<file path="src/rtl/nanorv32_uart_ctrl_pkg.sv">
// -----------------------------------------------------------------------------
// nanorv32_uart_ctrl_pkg
// Shared definitions for the nanorv32 UART peripheral: peripheral bus address
// width, register offsets (as decoded from addr[3:2]), STATUS/CTRL bit indices,
// TX/RX state encodings and the STATUS word layout.
// -----------------------------------------------------------------------------
package nanorv32_uart_ctrl_pkg;

    // MSB of the byte address presented on the peripheral bus.
    localparam int NANORV32_PERIPH_ADDR_MSB = 7;

    // Register selects, i.e. byte offset >> 2.
    localparam logic [1:0] UART_REG_DATA   = 2'd0;   // 0x0
    localparam logic [1:0] UART_REG_STATUS = 2'd1;   // 0x4
    localparam logic [1:0] UART_REG_BAUD   = 2'd2;   // 0x8
    localparam logic [1:0] UART_REG_CTRL   = 2'd3;   // 0xC

    // STATUS bit indices.
    localparam int ST_TX_FULL      = 0;
    localparam int ST_TX_EMPTY     = 1;
    localparam int ST_TX_BUSY      = 2;
    localparam int ST_RX_VALID     = 3;
    localparam int ST_RX_OVERRUN   = 4;
    localparam int ST_RX_FRAME_ERR = 5;

    // CTRL bit indices.
    localparam int CTRL_TX_EN      = 0;
    localparam int CTRL_RX_EN      = 1;
    localparam int CTRL_IRQ_RX_EN  = 2;
    localparam int CTRL_IRQ_TXE_EN = 3;
    localparam int CTRL_W          = 4;

    typedef enum logic [1:0] {
        TX_IDLE  = 2'd0,
        TX_START = 2'd1,
        TX_DATA  = 2'd2,
        TX_STOP  = 2'd3
    } tx_state_e;

    typedef enum logic [1:0] {
        RX_IDLE  = 2'd0,
        RX_START = 2'd1,
        RX_DATA  = 2'd2,
        RX_STOP  = 2'd3
    } rx_state_e;

    // Packed so that field order matches the STATUS bit positions (MSB first).
    typedef struct packed {
        logic rx_frame_err;
        logic rx_overrun;
        logic rx_valid;
        logic tx_busy;
        logic tx_empty;
        logic tx_full;
    } uart_status_t;

    function automatic logic [31:0] status_word(input uart_status_t st);
        return {26'b0, st};
    endfunction

endpackage

</file>
<file path="src/rtl/nanorv32_uart_ctrl_fifo.sv">
// -----------------------------------------------------------------------------
// nanorv32_uart_ctrl_fifo
// Small synchronous FIFO used as the UART transmit queue.
//   clk, rst_n    : clock, asynchronous active-low reset (pointers only)
//   push_i/wdata_i: write request and data; ignored when full unless popping
//   pop_i         : remove head entry; ignored when empty
//   rdata_o       : current head entry (valid while !empty_o)
//   full_o/empty_o: occupancy flags
// Simultaneous push and pop is legal, including on a full FIFO (the pop frees
// the slot the push lands in).
// -----------------------------------------------------------------------------
module nanorv32_uart_ctrl_fifo #(
    parameter int DEPTH = 4,
    parameter int WIDTH = 8
) (
    input  logic             clk,
    input  logic             rst_n,
    input  logic             push_i,
    input  logic [WIDTH-1:0] wdata_i,
    input  logic             pop_i,
    output logic [WIDTH-1:0] rdata_o,
    output logic             full_o,
    output logic             empty_o
);

    localparam int AW = $clog2(DEPTH);
    localparam logic [AW:0] FULL_COUNT = (AW+1)'(DEPTH);

    logic [WIDTH-1:0] mem_q [DEPTH];
    logic [AW-1:0]    wr_ptr_q;
    logic [AW-1:0]    rd_ptr_q;
    logic [AW:0]      count_q;
    logic             do_push;
    logic             do_pop;

    assign empty_o = (count_q == '0);
    assign full_o  = (count_q == FULL_COUNT);
    assign do_pop  = pop_i & ~empty_o;
    assign do_push = push_i & (~full_o | do_pop);

    // Head is read combinationally so the consumer can load it on the very
    // edge it pops.
    assign rdata_o = mem_q[rd_ptr_q];

    always_ff @(posedge clk) begin
        if (do_push) begin
            mem_q[wr_ptr_q] <= wdata_i;
        end
    end

    // DEPTH is a power of two, so the pointers wrap naturally.
    always_ff @(posedge clk or negedge rst_n) begin
        if (!rst_n) begin
            wr_ptr_q <= '0;
            rd_ptr_q <= '0;
            count_q  <= '0;
        end else begin
            if (do_push) begin
                wr_ptr_q <= wr_ptr_q + 1'b1;
            end
            if (do_pop) begin
                rd_ptr_q <= rd_ptr_q + 1'b1;
            end
            case ({do_push, do_pop})
                2'b10:   count_q <= count_q + 1'b1;
                2'b01:   count_q <= count_q - 1'b1;
                default: count_q <= count_q;
            endcase
        end
    end

endmodule

</file>
<file path="src/rtl/nanorv32_uart_ctrl.sv">
// -----------------------------------------------------------------------------
// nanorv32_uart_ctrl
// 8N1 UART responder on the nanorv32 peripheral bus.
//   clk, rst_n          : clock, asynchronous active-low reset
//   bus_uart_addr       : byte address, only [3:2] decoded
//   bus_uart_bytesel    : write byte lanes, 4'b0000 means read
//   bus_uart_din        : write data
//   bus_uart_en         : one-cycle access strobe
//   uart_bus_dout       : registered read data, held until the next read
//   uart_bus_ready_nxt  : zero-wait ready (follows bus_uart_en)
//   pad_uart_rx         : asynchronous serial input, idle high
//   uart_pad_tx         : serial output, idle high
//   uart_irq            : registered level interrupt
// Registers: 0x0 DATA, 0x4 STATUS (W1C overrun/frame), 0x8 BAUD, 0xC CTRL.
// One bit period is BAUD+1 clocks.
// -----------------------------------------------------------------------------
module nanorv32_uart_ctrl
    import nanorv32_uart_ctrl_pkg::*;
#(
    parameter int          TX_FIFO_DEPTH = 4,
    parameter logic [15:0] RESET_DIV     = 16'd0
) (
    input  logic                              clk,
    input  logic                              rst_n,
    input  logic [NANORV32_PERIPH_ADDR_MSB:0] bus_uart_addr,
    input  logic [3:0]                        bus_uart_bytesel,
    input  logic [31:0]                       bus_uart_din,
    input  logic                              bus_uart_en,
    output logic [31:0]                       uart_bus_dout,
    output logic                              uart_bus_ready_nxt,
    input  logic                              pad_uart_rx,
    output logic                              uart_pad_tx,
    output logic                              uart_irq
);

    // ------------------------------------------------------------------
    // Bus decode
    // ------------------------------------------------------------------
    logic [1:0] reg_sel;
    logic       wr_en;
    logic       rd_en;
    logic       data_rd;
    logic       data_push;
    logic       status_w1c;

    assign reg_sel    = bus_uart_addr[3:2];
    assign wr_en      = bus_uart_en & (|bus_uart_bytesel);
    assign rd_en      = bus_uart_en & ~(|bus_uart_bytesel);
    assign data_rd    = rd_en & (reg_sel == UART_REG_DATA);
    assign data_push  = wr_en & (reg_sel == UART_REG_DATA) & bus_uart_bytesel[0];
    assign status_w1c = wr_en & (reg_sel == UART_REG_STATUS) & bus_uart_bytesel[0];

    assign uart_bus_ready_nxt = bus_uart_en;

    logic unused_bus_bits;
    assign unused_bus_bits = ^{bus_uart_addr[NANORV32_PERIPH_ADDR_MSB:4], bus_uart_addr[1:0],
                               bus_uart_din[31:16], bus_uart_bytesel[3:2]};

    // ------------------------------------------------------------------
    // BAUD / CTRL registers
    // ------------------------------------------------------------------
    logic [15:0]       baud_q;
    logic [CTRL_W-1:0] ctrl_q;

    always_ff @(posedge clk or negedge rst_n) begin
        if (!rst_n) begin
            baud_q <= RESET_DIV;
            ctrl_q <= '0;
        end else if (wr_en) begin
            case (reg_sel)
                UART_REG_BAUD: begin
                    if (bus_uart_bytesel[0]) baud_q[7:0]  <= bus_uart_din[7:0];
                    if (bus_uart_bytesel[1]) baud_q[15:8] <= bus_uart_din[15:8];
                end
                UART_REG_CTRL: begin
                    if (bus_uart_bytesel[0]) ctrl_q <= bus_uart_din[CTRL_W-1:0];
                end
                default: ;
            endcase
        end
    end

    logic tx_en;
    logic rx_en;
    logic irq_rx_en;
    logic irq_txe_en;

    assign tx_en      = ctrl_q[CTRL_TX_EN];
    assign rx_en      = ctrl_q[CTRL_RX_EN];
    assign irq_rx_en  = ctrl_q[CTRL_IRQ_RX_EN];
    assign irq_txe_en = ctrl_q[CTRL_IRQ_TXE_EN];

    // ------------------------------------------------------------------
    // TX FIFO
    // ------------------------------------------------------------------
    logic       fifo_full;
    logic       fifo_empty;
    logic [7:0] fifo_head;
    logic       tx_pop;

    nanorv32_uart_ctrl_fifo #(
        .DEPTH (TX_FIFO_DEPTH),
        .WIDTH (8)
    ) u_tx_fifo (
        .clk     (clk),
        .rst_n   (rst_n),
        .push_i  (data_push),
        .wdata_i (bus_uart_din[7:0]),
        .pop_i   (tx_pop),
        .rdata_o (fifo_head),
        .full_o  (fifo_full),
        .empty_o (fifo_empty)
    );

    // ------------------------------------------------------------------
    // TX shifter
    // ------------------------------------------------------------------
    tx_state_e   tx_state_q;
    logic [15:0] tx_cnt_q;
    logic [2:0]  tx_bit_q;
    logic [7:0]  tx_shift_q;
    logic        tx_line_q;
    logic        tx_cnt_zero;

    assign tx_cnt_zero = (tx_cnt_q == 16'd0);

    // A new frame starts from IDLE, or straight out of the last stop-bit
    // clock so consecutive bytes leave no idle gap.
    assign tx_pop = tx_en & ~fifo_empty &
                    ((tx_state_q == TX_IDLE) | ((tx_state_q == TX_STOP) & tx_cnt_zero));

    always_ff @(posedge clk or negedge rst_n) begin
        if (!rst_n) begin
            tx_state_q <= TX_IDLE;
            tx_cnt_q   <= '0;
            tx_bit_q   <= '0;
            tx_shift_q <= '0;
            tx_line_q  <= 1'b1;
        end else begin
            case (tx_state_q)
                TX_IDLE: begin
                    if (tx_pop) begin
                        tx_state_q <= TX_START;
                        tx_cnt_q   <= baud_q;
                        tx_shift_q <= fifo_head;
                        tx_line_q  <= 1'b0;
                    end
                end
                TX_START: begin
                    if (tx_cnt_zero) begin
                        tx_state_q <= TX_DATA;
                        tx_cnt_q   <= baud_q;
                        tx_bit_q   <= '0;
                        tx_line_q  <= tx_shift_q[0];
                    end else begin
                        tx_cnt_q <= tx_cnt_q - 16'd1;
                    end
                end
                TX_DATA: begin
                    if (tx_cnt_zero) begin
                        tx_cnt_q <= baud_q;
                        if (tx_bit_q == 3'd7) begin
                            tx_state_q <= TX_STOP;
                            tx_line_q  <= 1'b1;
                        end else begin
                            tx_bit_q   <= tx_bit_q + 3'd1;
                            tx_shift_q <= {1'b0, tx_shift_q[7:1]};
                            tx_line_q  <= tx_shift_q[1];
                        end
                    end else begin
                        tx_cnt_q <= tx_cnt_q - 16'd1;
                    end
                end
                TX_STOP: begin
                    if (tx_cnt_zero) begin
                        if (tx_pop) begin
                            tx_state_q <= TX_START;
                            tx_cnt_q   <= baud_q;
                            tx_shift_q <= fifo_head;
                            tx_line_q  <= 1'b0;
                        end else begin
                            tx_state_q <= TX_IDLE;
                        end
                    end else begin
                        tx_cnt_q <= tx_cnt_q - 16'd1;
                    end
                end
                default: tx_state_q <= TX_IDLE;
            endcase
        end
    end

    assign uart_pad_tx = tx_line_q;

    // ------------------------------------------------------------------
    // RX synchroniser and sampler
    // ------------------------------------------------------------------
    logic rx_meta_q;
    logic rx_sync_q;
    logic rx_prev_q;
    logic rx_fall;

    always_ff @(posedge clk or negedge rst_n) begin
        if (!rst_n) begin
            rx_meta_q <= 1'b1;
            rx_sync_q <= 1'b1;
            rx_prev_q <= 1'b1;
        end else begin
            rx_meta_q <= pad_uart_rx;
            rx_sync_q <= rx_meta_q;
            rx_prev_q <= rx_sync_q;
        end
    end

    assign rx_fall = rx_prev_q & ~rx_sync_q;

    rx_state_e   rx_state_q;
    logic [15:0] rx_cnt_q;
    logic [2:0]  rx_bit_q;
    logic [7:0]  rx_shift_q;
    logic        rx_cnt_zero;
    logic        rx_stop_sample;
    logic        rx_byte_done;
    logic        rx_frame_bad;

    assign rx_cnt_zero    = (rx_cnt_q == 16'd0);
    assign rx_stop_sample = rx_en & (rx_state_q == RX_STOP) & rx_cnt_zero;
    assign rx_byte_done   = rx_stop_sample & rx_sync_q;
    assign rx_frame_bad   = rx_stop_sample & ~rx_sync_q;

    always_ff @(posedge clk or negedge rst_n) begin
        if (!rst_n) begin
            rx_state_q <= RX_IDLE;
            rx_cnt_q   <= '0;
            rx_bit_q   <= '0;
            rx_shift_q <= '0;
        end else if (!rx_en) begin
            rx_state_q <= RX_IDLE;
        end else begin
            case (rx_state_q)
                RX_IDLE: begin
                    // Half a period to land the later samples mid-bit.
                    if (rx_fall) begin
                        rx_state_q <= RX_START;
                        rx_cnt_q   <= {1'b0, baud_q[15:1]};
                    end
                end
                RX_START: begin
                    if (rx_cnt_zero) begin
                        if (rx_sync_q) begin
                            rx_state_q <= RX_IDLE;   // glitch, not a start bit
                        end else begin
                            rx_state_q <= RX_DATA;
                            rx_cnt_q   <= baud_q;
                            rx_bit_q   <= '0;
                        end
                    end else begin
                        rx_cnt_q <= rx_cnt_q - 16'd1;
                    end
                end
                RX_DATA: begin
                    if (rx_cnt_zero) begin
                        rx_shift_q <= {rx_sync_q, rx_shift_q[7:1]};
                        rx_cnt_q   <= baud_q;
                        if (rx_bit_q == 3'd7) begin
                            rx_state_q <= RX_STOP;
                        end else begin
                            rx_bit_q <= rx_bit_q + 3'd1;
                        end
                    end else begin
                        rx_cnt_q <= rx_cnt_q - 16'd1;
                    end
                end
                RX_STOP: begin
                    if (rx_cnt_zero) begin
                        rx_state_q <= RX_IDLE;
                    end else begin
                        rx_cnt_q <= rx_cnt_q - 16'd1;
                    end
                end
                default: rx_state_q <= RX_IDLE;
            endcase
        end
    end

    // ------------------------------------------------------------------
    // RX holding register and sticky error flags
    // ------------------------------------------------------------------
    logic [7:0] rx_byte_q,  rx_byte_d;
    logic       rx_valid_q, rx_valid_d;
    logic       rx_ovr_q,   rx_ovr_d;
    logic       rx_ferr_q,  rx_ferr_d;

    // Ordering matters: W1C first, then the DATA read, then new events, so a
    // flag raised in the same cycle it is cleared is not lost, and a byte
    // completing during a DATA read replaces the one being read out.
    always_comb begin
        rx_byte_d  = rx_byte_q;
        rx_valid_d = rx_valid_q;
        rx_ovr_d   = rx_ovr_q;
        rx_ferr_d  = rx_ferr_q;
        if (status_w1c) begin
            if (bus_uart_din[ST_RX_OVERRUN])   rx_ovr_d  = 1'b0;
            if (bus_uart_din[ST_RX_FRAME_ERR]) rx_ferr_d = 1'b0;
        end
        if (data_rd) begin
            rx_valid_d = 1'b0;
        end
        if (rx_byte_done) begin
            if (!rx_valid_q || data_rd) begin
                rx_byte_d  = rx_shift_q;
                rx_valid_d = 1'b1;
            end else begin
                rx_ovr_d = 1'b1;
            end
        end
        if (rx_frame_bad) begin
            rx_ferr_d = 1'b1;
        end
    end

    always_ff @(posedge clk or negedge rst_n) begin
        if (!rst_n) begin
            rx_byte_q  <= '0;
            rx_valid_q <= 1'b0;
            rx_ovr_q   <= 1'b0;
            rx_ferr_q  <= 1'b0;
        end else begin
            rx_byte_q  <= rx_byte_d;
            rx_valid_q <= rx_valid_d;
            rx_ovr_q   <= rx_ovr_d;
            rx_ferr_q  <= rx_ferr_d;
        end
    end

    // ------------------------------------------------------------------
    // Status, read data, interrupt
    // ------------------------------------------------------------------
    uart_status_t status;
    logic         tx_busy;
    logic         irq_d;
    logic         irq_q;
    logic [31:0]  dout_q;

    assign tx_busy = (tx_state_q != TX_IDLE);

    always_comb begin
        status.tx_full      = fifo_full;
        status.tx_empty     = fifo_empty;
        status.tx_busy      = tx_busy;
        status.rx_valid     = rx_valid_q;
        status.rx_overrun   = rx_ovr_q;
        status.rx_frame_err = rx_ferr_q;
    end

    always_ff @(posedge clk or negedge rst_n) begin
        if (!rst_n) begin
            dout_q <= '0;
        end else if (rd_en) begin
            case (reg_sel)
                UART_REG_DATA:   dout_q <= {24'b0, rx_byte_q};
                UART_REG_STATUS: dout_q <= status_word(status);
                UART_REG_BAUD:   dout_q <= {16'b0, baud_q};
                UART_REG_CTRL:   dout_q <= {{(32-CTRL_W){1'b0}}, ctrl_q};
                default:         dout_q <= '0;
            endcase
        end
    end

    assign irq_d = (irq_rx_en & rx_valid_q) | (irq_txe_en & fifo_empty & ~tx_busy);

    always_ff @(posedge clk or negedge rst_n) begin
        if (!rst_n) begin
            irq_q <= 1'b0;
        end else begin
            irq_q <= irq_d;
        end
    end

    assign uart_bus_dout = dout_q;
    assign uart_irq      = irq_q;

endmodule

</file>
<file path="config.mk">
export PLATFORM = sky130hd
export DESIGN_NAME = nanorv32_uart_ctrl
export DESIGN_NICKNAME = d
export VERILOG_FILES = /design/src/rtl/nanorv32_uart_ctrl_pkg.sv /design/src/rtl/nanorv32_uart_ctrl_fifo.sv /design/src/rtl/nanorv32_uart_ctrl.sv
export SDC_FILE = /design/constraint.sdc
export NUM_CORES = 1
export LEC_CHECK = 0
export ABC_AREA = 1
export BUFFER_PORTS_ARGS = -buffer_cell sky130_fd_sc_hd__buf_2
export CORE_MARGIN = 3
export CORE_UTILIZATION = 55
export CTS_CLUSTER_SIZE = 16
export DETAILED_ROUTE_END_ITERATION = 6
export PLACE_DENSITY_LB_ADDON = 0.08
export RECOVER_POWER = 25
export SETUP_SLACK_MARGIN = 0.05
export SYNTH_ARGS = -nofsm -noshare
export SYNTH_HDL_FRONTEND = slang
export SYNTH_SLANG_ARGS = --single-unit
</file>
<file path="constraint.sdc">
create_clock -name clk -period 5.9 [get_ports clk]
set_input_delay 1.18 -clock clk [delete_from_list [all_inputs] [get_ports clk]]
set_output_delay 1.18 -clock clk [all_outputs]
set_load 0.05 [all_outputs]
</file>
======== After elaboration in Yosys (flattened, before gate mapping) ========
Memory sizes are Yosys's and may differ from the RTL's.
Index checks and enable logic that the tools add are counted.
storage, ports and cells
  register bits ........................... 133
  word-level logic and storage cells ...... 182
  RAM bits ................................ 32
  memories kept ........................... 1
  bits of input ports ..................... 48
operators by class
  reductions and logical operators ........ 30
  equality and inequality tests ........... 32
  bitwise logic cells ..................... 28
  multiplexer cells ....................... 59
  $add $sub $neg .......................... 8
memory list
  name             words  width  rd ports  clocked after memory_dff  wr ports  RTL line                       source
  u_tx_fifo.mem_q  4      8      1         0                         1         nanorv32_uart_ctrl_fifo.sv:29  logic [WIDTH-1:0] mem_q [DEPTH];
operators with widths
  operator                 count
  $mux W16                 8
  $pmux W32 S4             1
  $pmux W16 S4             1
  $pmux W16 S3             1
  $logic_not A16 Y1        2
  $mux W8                  4
  $sub A16 B1 Y16 const B  2
  $mux W2                  12
  $pmux W8 S3              1
  $ne A2 B2 Y1 const B     11
  $mux W3                  7
  $and A1 B1 Y1            20
  $mux W1                  18
  $ne A3 B3 Y1 const B     6
  $pmux W3 S2              3
  $pmux W2 S4              2
  $reduce_and A3 Y1        5
  $eq A2 B2 Y1 const B     7
  $reduce_and A4 Y1        3
  $reduce_bool A2 Y1       6
  $reduce_and A5 Y1        2
  $add A3 B1 Y3 const B    3
  $eq A3 B3 Y1 const B     3
  $eq A2 B1 Y1 const B     4
  15 further kinds         25

======== Logic depth before layout (Yosys ltp) ========
  word-level depth ........................ 9
  mapped depth ............................ 13
  mapped depth without buffers ............ 13

======== Modules after synthesis ========
Synthesis repeated with hierarchy kept, for this count alone.
unflattened totals
  cell total of the unflattened synthesis .. 1049
  area total of the unflattened synthesis .. 8295.5 sq um
by module, submodules not included
  module                   cells each  area each (sq um)  times used
  nanorv32_uart_ctrl       901         6580.1             1
  nanorv32_uart_ctrl_fifo  148         1715.4             1

======== Worst setup path before layout ========
No wires, ideal clock.
  kind .................................... in2reg
  start point ............................. input bus_uart_addr[3]
  end point ............................... memory u_tx_fifo.mem_q[0][0], enable pin
  library setup time ...................... 0.371 ns
  arrival ................................. 2.260 ns
  slack ................................... 3.270 ns
  path buffers ............................ 0
  stages on the path ...................... 5
  cells stage by stage .................... nor2_2 > inv_1 > nor2_1 > nand2_1 > nor2_1
on the way
  longest elaborated chain between the ends .. 6
RTL lines
  item                           RTL line                       source
  start, declared                nanorv32_uart_ctrl.sv:25       input logic [NANORV32_PERIPH_ADDR_MSB:0] bus_uart_addr,
  $logic_not A2 Y1               nanorv32_uart_ctrl.sv:50       assign data_push = wr_en & (reg_sel == UART_REG_DATA) & bus_uart_bytesel[0];
  $and A1 B1 Y1 (2 in series)    nanorv32_uart_ctrl.sv:50
  $and A1 B1 Y1                  nanorv32_uart_ctrl_fifo.sv:39  assign do_push = push_i & (~full_o | do_pop);
  $mux W1                        nanorv32_uart_ctrl_fifo.sv:46  if (do_push) begin
  $mux W1 (not written as such)  nanorv32_uart_ctrl_fifo.sv:47  mem_q[wr_ptr_q] <= wdata_i;
  end, declared                  nanorv32_uart_ctrl_fifo.sv:29
No other way between the ends.

======== Worst setup path in the final report ========
  start point ............................. register tx_cnt_q[0]
  end point ............................... memory u_tx_fifo.mem_q[3][1], enable pin
on the way
  longest elaborated chain between the ends .. 9
RTL lines
  item                           RTL line                       source
  start, declared                nanorv32_uart_ctrl.sv:119      logic [15:0] tx_cnt_q;
  start signal, assigned         nanorv32_uart_ctrl.sv:144      tx_cnt_q <= baud_q;
  start signal, assigned         nanorv32_uart_ctrl.sv:152      tx_cnt_q <= baud_q;
  start signal, assigned         nanorv32_uart_ctrl.sv:156      tx_cnt_q <= tx_cnt_q - 16'd1;
  $logic_not A16 Y1              nanorv32_uart_ctrl.sv:125      assign tx_cnt_zero = (tx_cnt_q == 16'd0);
  $and A1 B1 Y1                  nanorv32_uart_ctrl.sv:130      ((tx_state_q == TX_IDLE) | ((tx_state_q == TX_STOP) & tx_cnt_zero));
  $or A1 B1 Y1                   nanorv32_uart_ctrl.sv:130
  $and A1 B1 Y1                  nanorv32_uart_ctrl.sv:129      assign tx_pop = tx_en & ~fifo_empty &
  $and A1 B1 Y1                  nanorv32_uart_ctrl_fifo.sv:38  assign do_pop = pop_i & ~empty_o;
  $or A1 B1 Y1                   nanorv32_uart_ctrl_fifo.sv:39
  $and A1 B1 Y1                  nanorv32_uart_ctrl_fifo.sv:39
  $mux W1                        nanorv32_uart_ctrl_fifo.sv:46
  $mux W1 (not written as such)  nanorv32_uart_ctrl_fifo.sv:47
No other way between the ends.

==> flow_metrics.py <==
metrics = {
    "status": {
        "status": "completed",
    },
    "cts": {
        "cts_hold_buffers": 0,
        "cts_setup_buffers": 0,
        "numClockSinks": 149,
        "cts_tree": "done",
        "path_clk_slew_ns": 0.06,
        "cts_root_buffer": "clkbuf_16",
        "clock_latency_ns": 0.42,
        "cts-resized-gates": 0,
        "cts_made_buffers": 17,
        "h-tree-depth": 4,
        "clockBufferDepth": 2,
    },
    "pwr": {
        "pwr-share-seq": 0.362,
        "p_sw_mw": 1.73,
        "peakVddDrop_v": 0.000270,
        "pwr-share-clk": 0.250,
        "p_sw_frac": 0.412,
        "combinationalPowerShare": 0.388,
        "p_int_mw": 2.48,
        "p_per_area_mw_per_mm2": 476,
        "p_leak_nw": 4.17,
    },
    "cells_and_area": {
        "layout-drive-gt1-share": 0.118,
        "fillers": 1212,
        "layout.nets": 1059,
        "n_antenna_cell": 0,
        "area_growth_pct": 10.3,
        "layout.cells.most_common": "nand2_1",
        "final_cell_mix": "nand2_1, dfrtp_1, inv_1",
    },
    "global_route": {
        "grt_pass1_vias": 6094,
        "grt_pass1_wl_mm": 30.9,
        "grt_remaining_overflow": 0,
        "grt_start_max_net_pins": 68,
        "grtUsageTotal": 0.240,
        "antenna_found_initial": 0,
    },
    "critical_path": {
        "cp.required_ns": 5.94,
        "cp_top_family": "simple AND/OR/NAND/NOR gates",
        "cp-end-kind": "register",
        "crit_slowest_cell": "nor2_1",
        "worstPathBufferInverterCount": 1,
        "arrival_ns": 3.24,
        "start_kind": "register",
        "crit_start": "tx_cnt_q[0]$_DFF_PN0_",
        "slowest_delay_ns": 0.65,
        "crit_fanout": 31,
        "worstSetupPathType": "reg2reg",
        "cp_cell_sequence": "inv_1 -> ha_1 -> nand2_1 -> nor2_2 -> nand3_2 -> nand2_2 -> nand2_2 -> nand3_1 -> nand2_1 -> nor2_1",
        "r2r_start": "tx_cnt_q[0]$_DFF_PN0_",
    },
    "route": {
        "ant_nets": 0,
        "vias": 6374,
        "first_pass_iters": 5,
        "dr.first_iter.drc_count": 588,
        "post_drt_via_cell_ratio": 5.39,
        "drc": 0,
        "post_drt_wl_per_cell_um": 15.5,
        "drt-total-wl_mm": 18.3,
    },
    "placement": {
        "gp_congestion": 0.891,
        "preCtsSetupSlack_ns": 2.59,
        "portBuffers": 44,
        "place_hpwl_mm": 12.5,
    },
    "synth": {
        "synth_compound_area_frac": 0.145,
        "synth_ff_type": "dfrtp_1",
        "synth-simple-area-share": 0.217,
        "yosysWarnings": 0,
        "synthAdderAreaFrac": 0.0352,
        "ys_async_sr_fraction": 0.785,
        "synth_enable_flop_cells": 32,
        "synth_top_family_by_area": "simple AND/OR/NAND/NOR gates",
        "syn_area_per_cell_um2": 8.42,
        "synth_seq_cells": 149,
        "synthCells": 953,
        "synth.cell_area_mm2": 0.00803,
        "synthXorXnorAreaFrac": 0.0295,
        "synth_cell_type_count": 52,
        "synthMuxAreaShare": 0.00842,
        "yosysSeqAreaShare": 0.485,
    },
    "sta": {
        "timing.final.crit_share": 0.542,
        "period_needed_ns": 3.20,
        "hold_violations": 0,
        "worstMarginPinSlew_ns": 0.866,
        "skew_ns": 0.00815,
        "rsz0062_at_grt": "false",
        "max_freq_ghz": 0.313,
        "maxSlewViolCount": 0,
        "setup_viol": 0,
        "relSlewSlack": 0.423,
        "worst_slack_ns": 2.70,
        "setup_tns_ns": 0,
    },
    "min_path": {
        "hp-class": "reg2reg",
        "min_from": "rx_meta_q$_DFF_PN1_",
    },
    "floorplanning": {
        "start_util": 0.569,
        "die_area_mm2": 0.0161,
        "fp.dieW_um": 127,
        "core_mm2": 0.0141,
        "fp.dieH_um": 127,
        "ios": 83,
        "row_count": 43,
    },
    "run": {
        "drv_cap": 0,
    },
}
-- sequential cells by signal, summed over array words and instances (netlist names), 4 cells and up, named ones only --
register and count:
tx_cnt_q 15, uart_bus_dout 16, rx_cnt_q 16, rx_shift_q 8, tx_shift_q 8, baud_q 16
u_tx_fifo.mem_q 32, rx_byte_q 8, ctrl_q 4
-- cell usage after synthesis, types with 4 or more instances --
| master | n | area, um2 |
|---|---|---|
| inv_1 | 92 | 345 |
| nand3_1 | 46 | 230 |
| buf_2 | 7 | 35.0 |
| a32o_1 | 6 | 60.1 |
| nand2_1 | 274 | 1030 |
| o31ai_1 | 7 | 52.6 |
| o22ai_1 | 9 | 56.3 |
| a21oi_1 | 50 | 250 |
| xor2_1 | 24 | 210 |
| nand4_1 | 4 | 25.0 |
| clkbuf_1 | 17 | 63.8 |
| o21ai_0 | 73 | 365 |
| dfstp_2 | 4 | 105 |
| o211ai_1 | 10 | 75.1 |
| nand2_2 | 7 | 43.8 |
| buf_4 | 18 | 135 |
| nor2_2 | 9 | 56.3 |
| mux2_2 | 6 | 67.6 |
| o21ai_1 | 13 | 65.1 |
| edfxtp_1 | 32 | 961 |
| nor2_1 | 55 | 206 |
| o21ai_2 | 11 | 96.3 |
| ha_1 | 21 | 263 |
| dfrtp_1 | 113 | 2830 |
-- routing by layer --
layer	GRT usage	up-vias	wire [um]
li1	-	3187	-
met5	0	-	0
met3	0.0505	18	925
met2	0.373	174	8570
met1	0.347	2995	8600
met4	0.0637	0	213
-- power groups by stage --
stage          registers [mW]  clock network (mW)  logic, mW
2_1_floorplan            1.52                   0       1.26
3_3_place_gp             1.53                   0       1.60
3_5_place_dp             1.53                   0       1.62
4_1_cts                  1.52                1.07       1.64
5_1_grt                  1.56                1.12       1.88
6_report                 1.52                1.05       1.63
-- per-stage QoR --
step	hold WS (ns)	instance area, um2	power [mW]	cells	util
after floorplan	0.345	8080	2.78	968	-
after global placement	0.345	8290	3.13	1150	0.588
after detailed placement	0.354	8290	3.15	1150	0.588
after CTS	0.362	8860	4.22	1182	0.629
after global routing	0.373	8850	4.56	1182	0.628
final	0.369	8850	4.21	1182	0.628
-- area by class of cell --
type / instances / area [um2] / share of cell area
Clock buffer: 23 / 468 / 0.0529
Timing Repair Buffer: 48 / 243 / 0.0274
Clock inverter: 9 / 104 / 0.0117
Sequential cell: 149 / 3890 / 0.440
Multi-Input combinational cell: 676 / 3550 / 0.401
Inverter: 97 / 364 / 0.0411
Tap cell: 180 / 225 / 0.0254
-- logic make-up after synthesis --
kind of cell,count (synthesis)
AOI/OAI and AO/OA,195
and+or+nand+nor,410
buffers and inverters,143
DFF,149
other,1
adders and majority gates,22
xor gates and xnor gates,27
muxes,6
-- path summary, 6_finish.rpt --
check	to	slack, ns	cells past startpoint
setup / recovery	u_tx_fifo.mem_q[3][1]$_DFFE_PP_	2.70	10
hold / removal	rx_sync_q$_DFF_PN1_	0.37	0
setup reg to reg	u_tx_fifo.mem_q[3][1]$_DFFE_PP_	2.70	10
hold reg to reg	rx_sync_q$_DFF_PN1_	0.37	0
max in group asynchronous	tx_cnt_q[1]$_DFF_PN0_	3.85	2
min in group asynchronous	tx_cnt_q[14]$_DFF_PN0_	0.89	1
No activity file was read; power rests on OpenSTA's default activity.
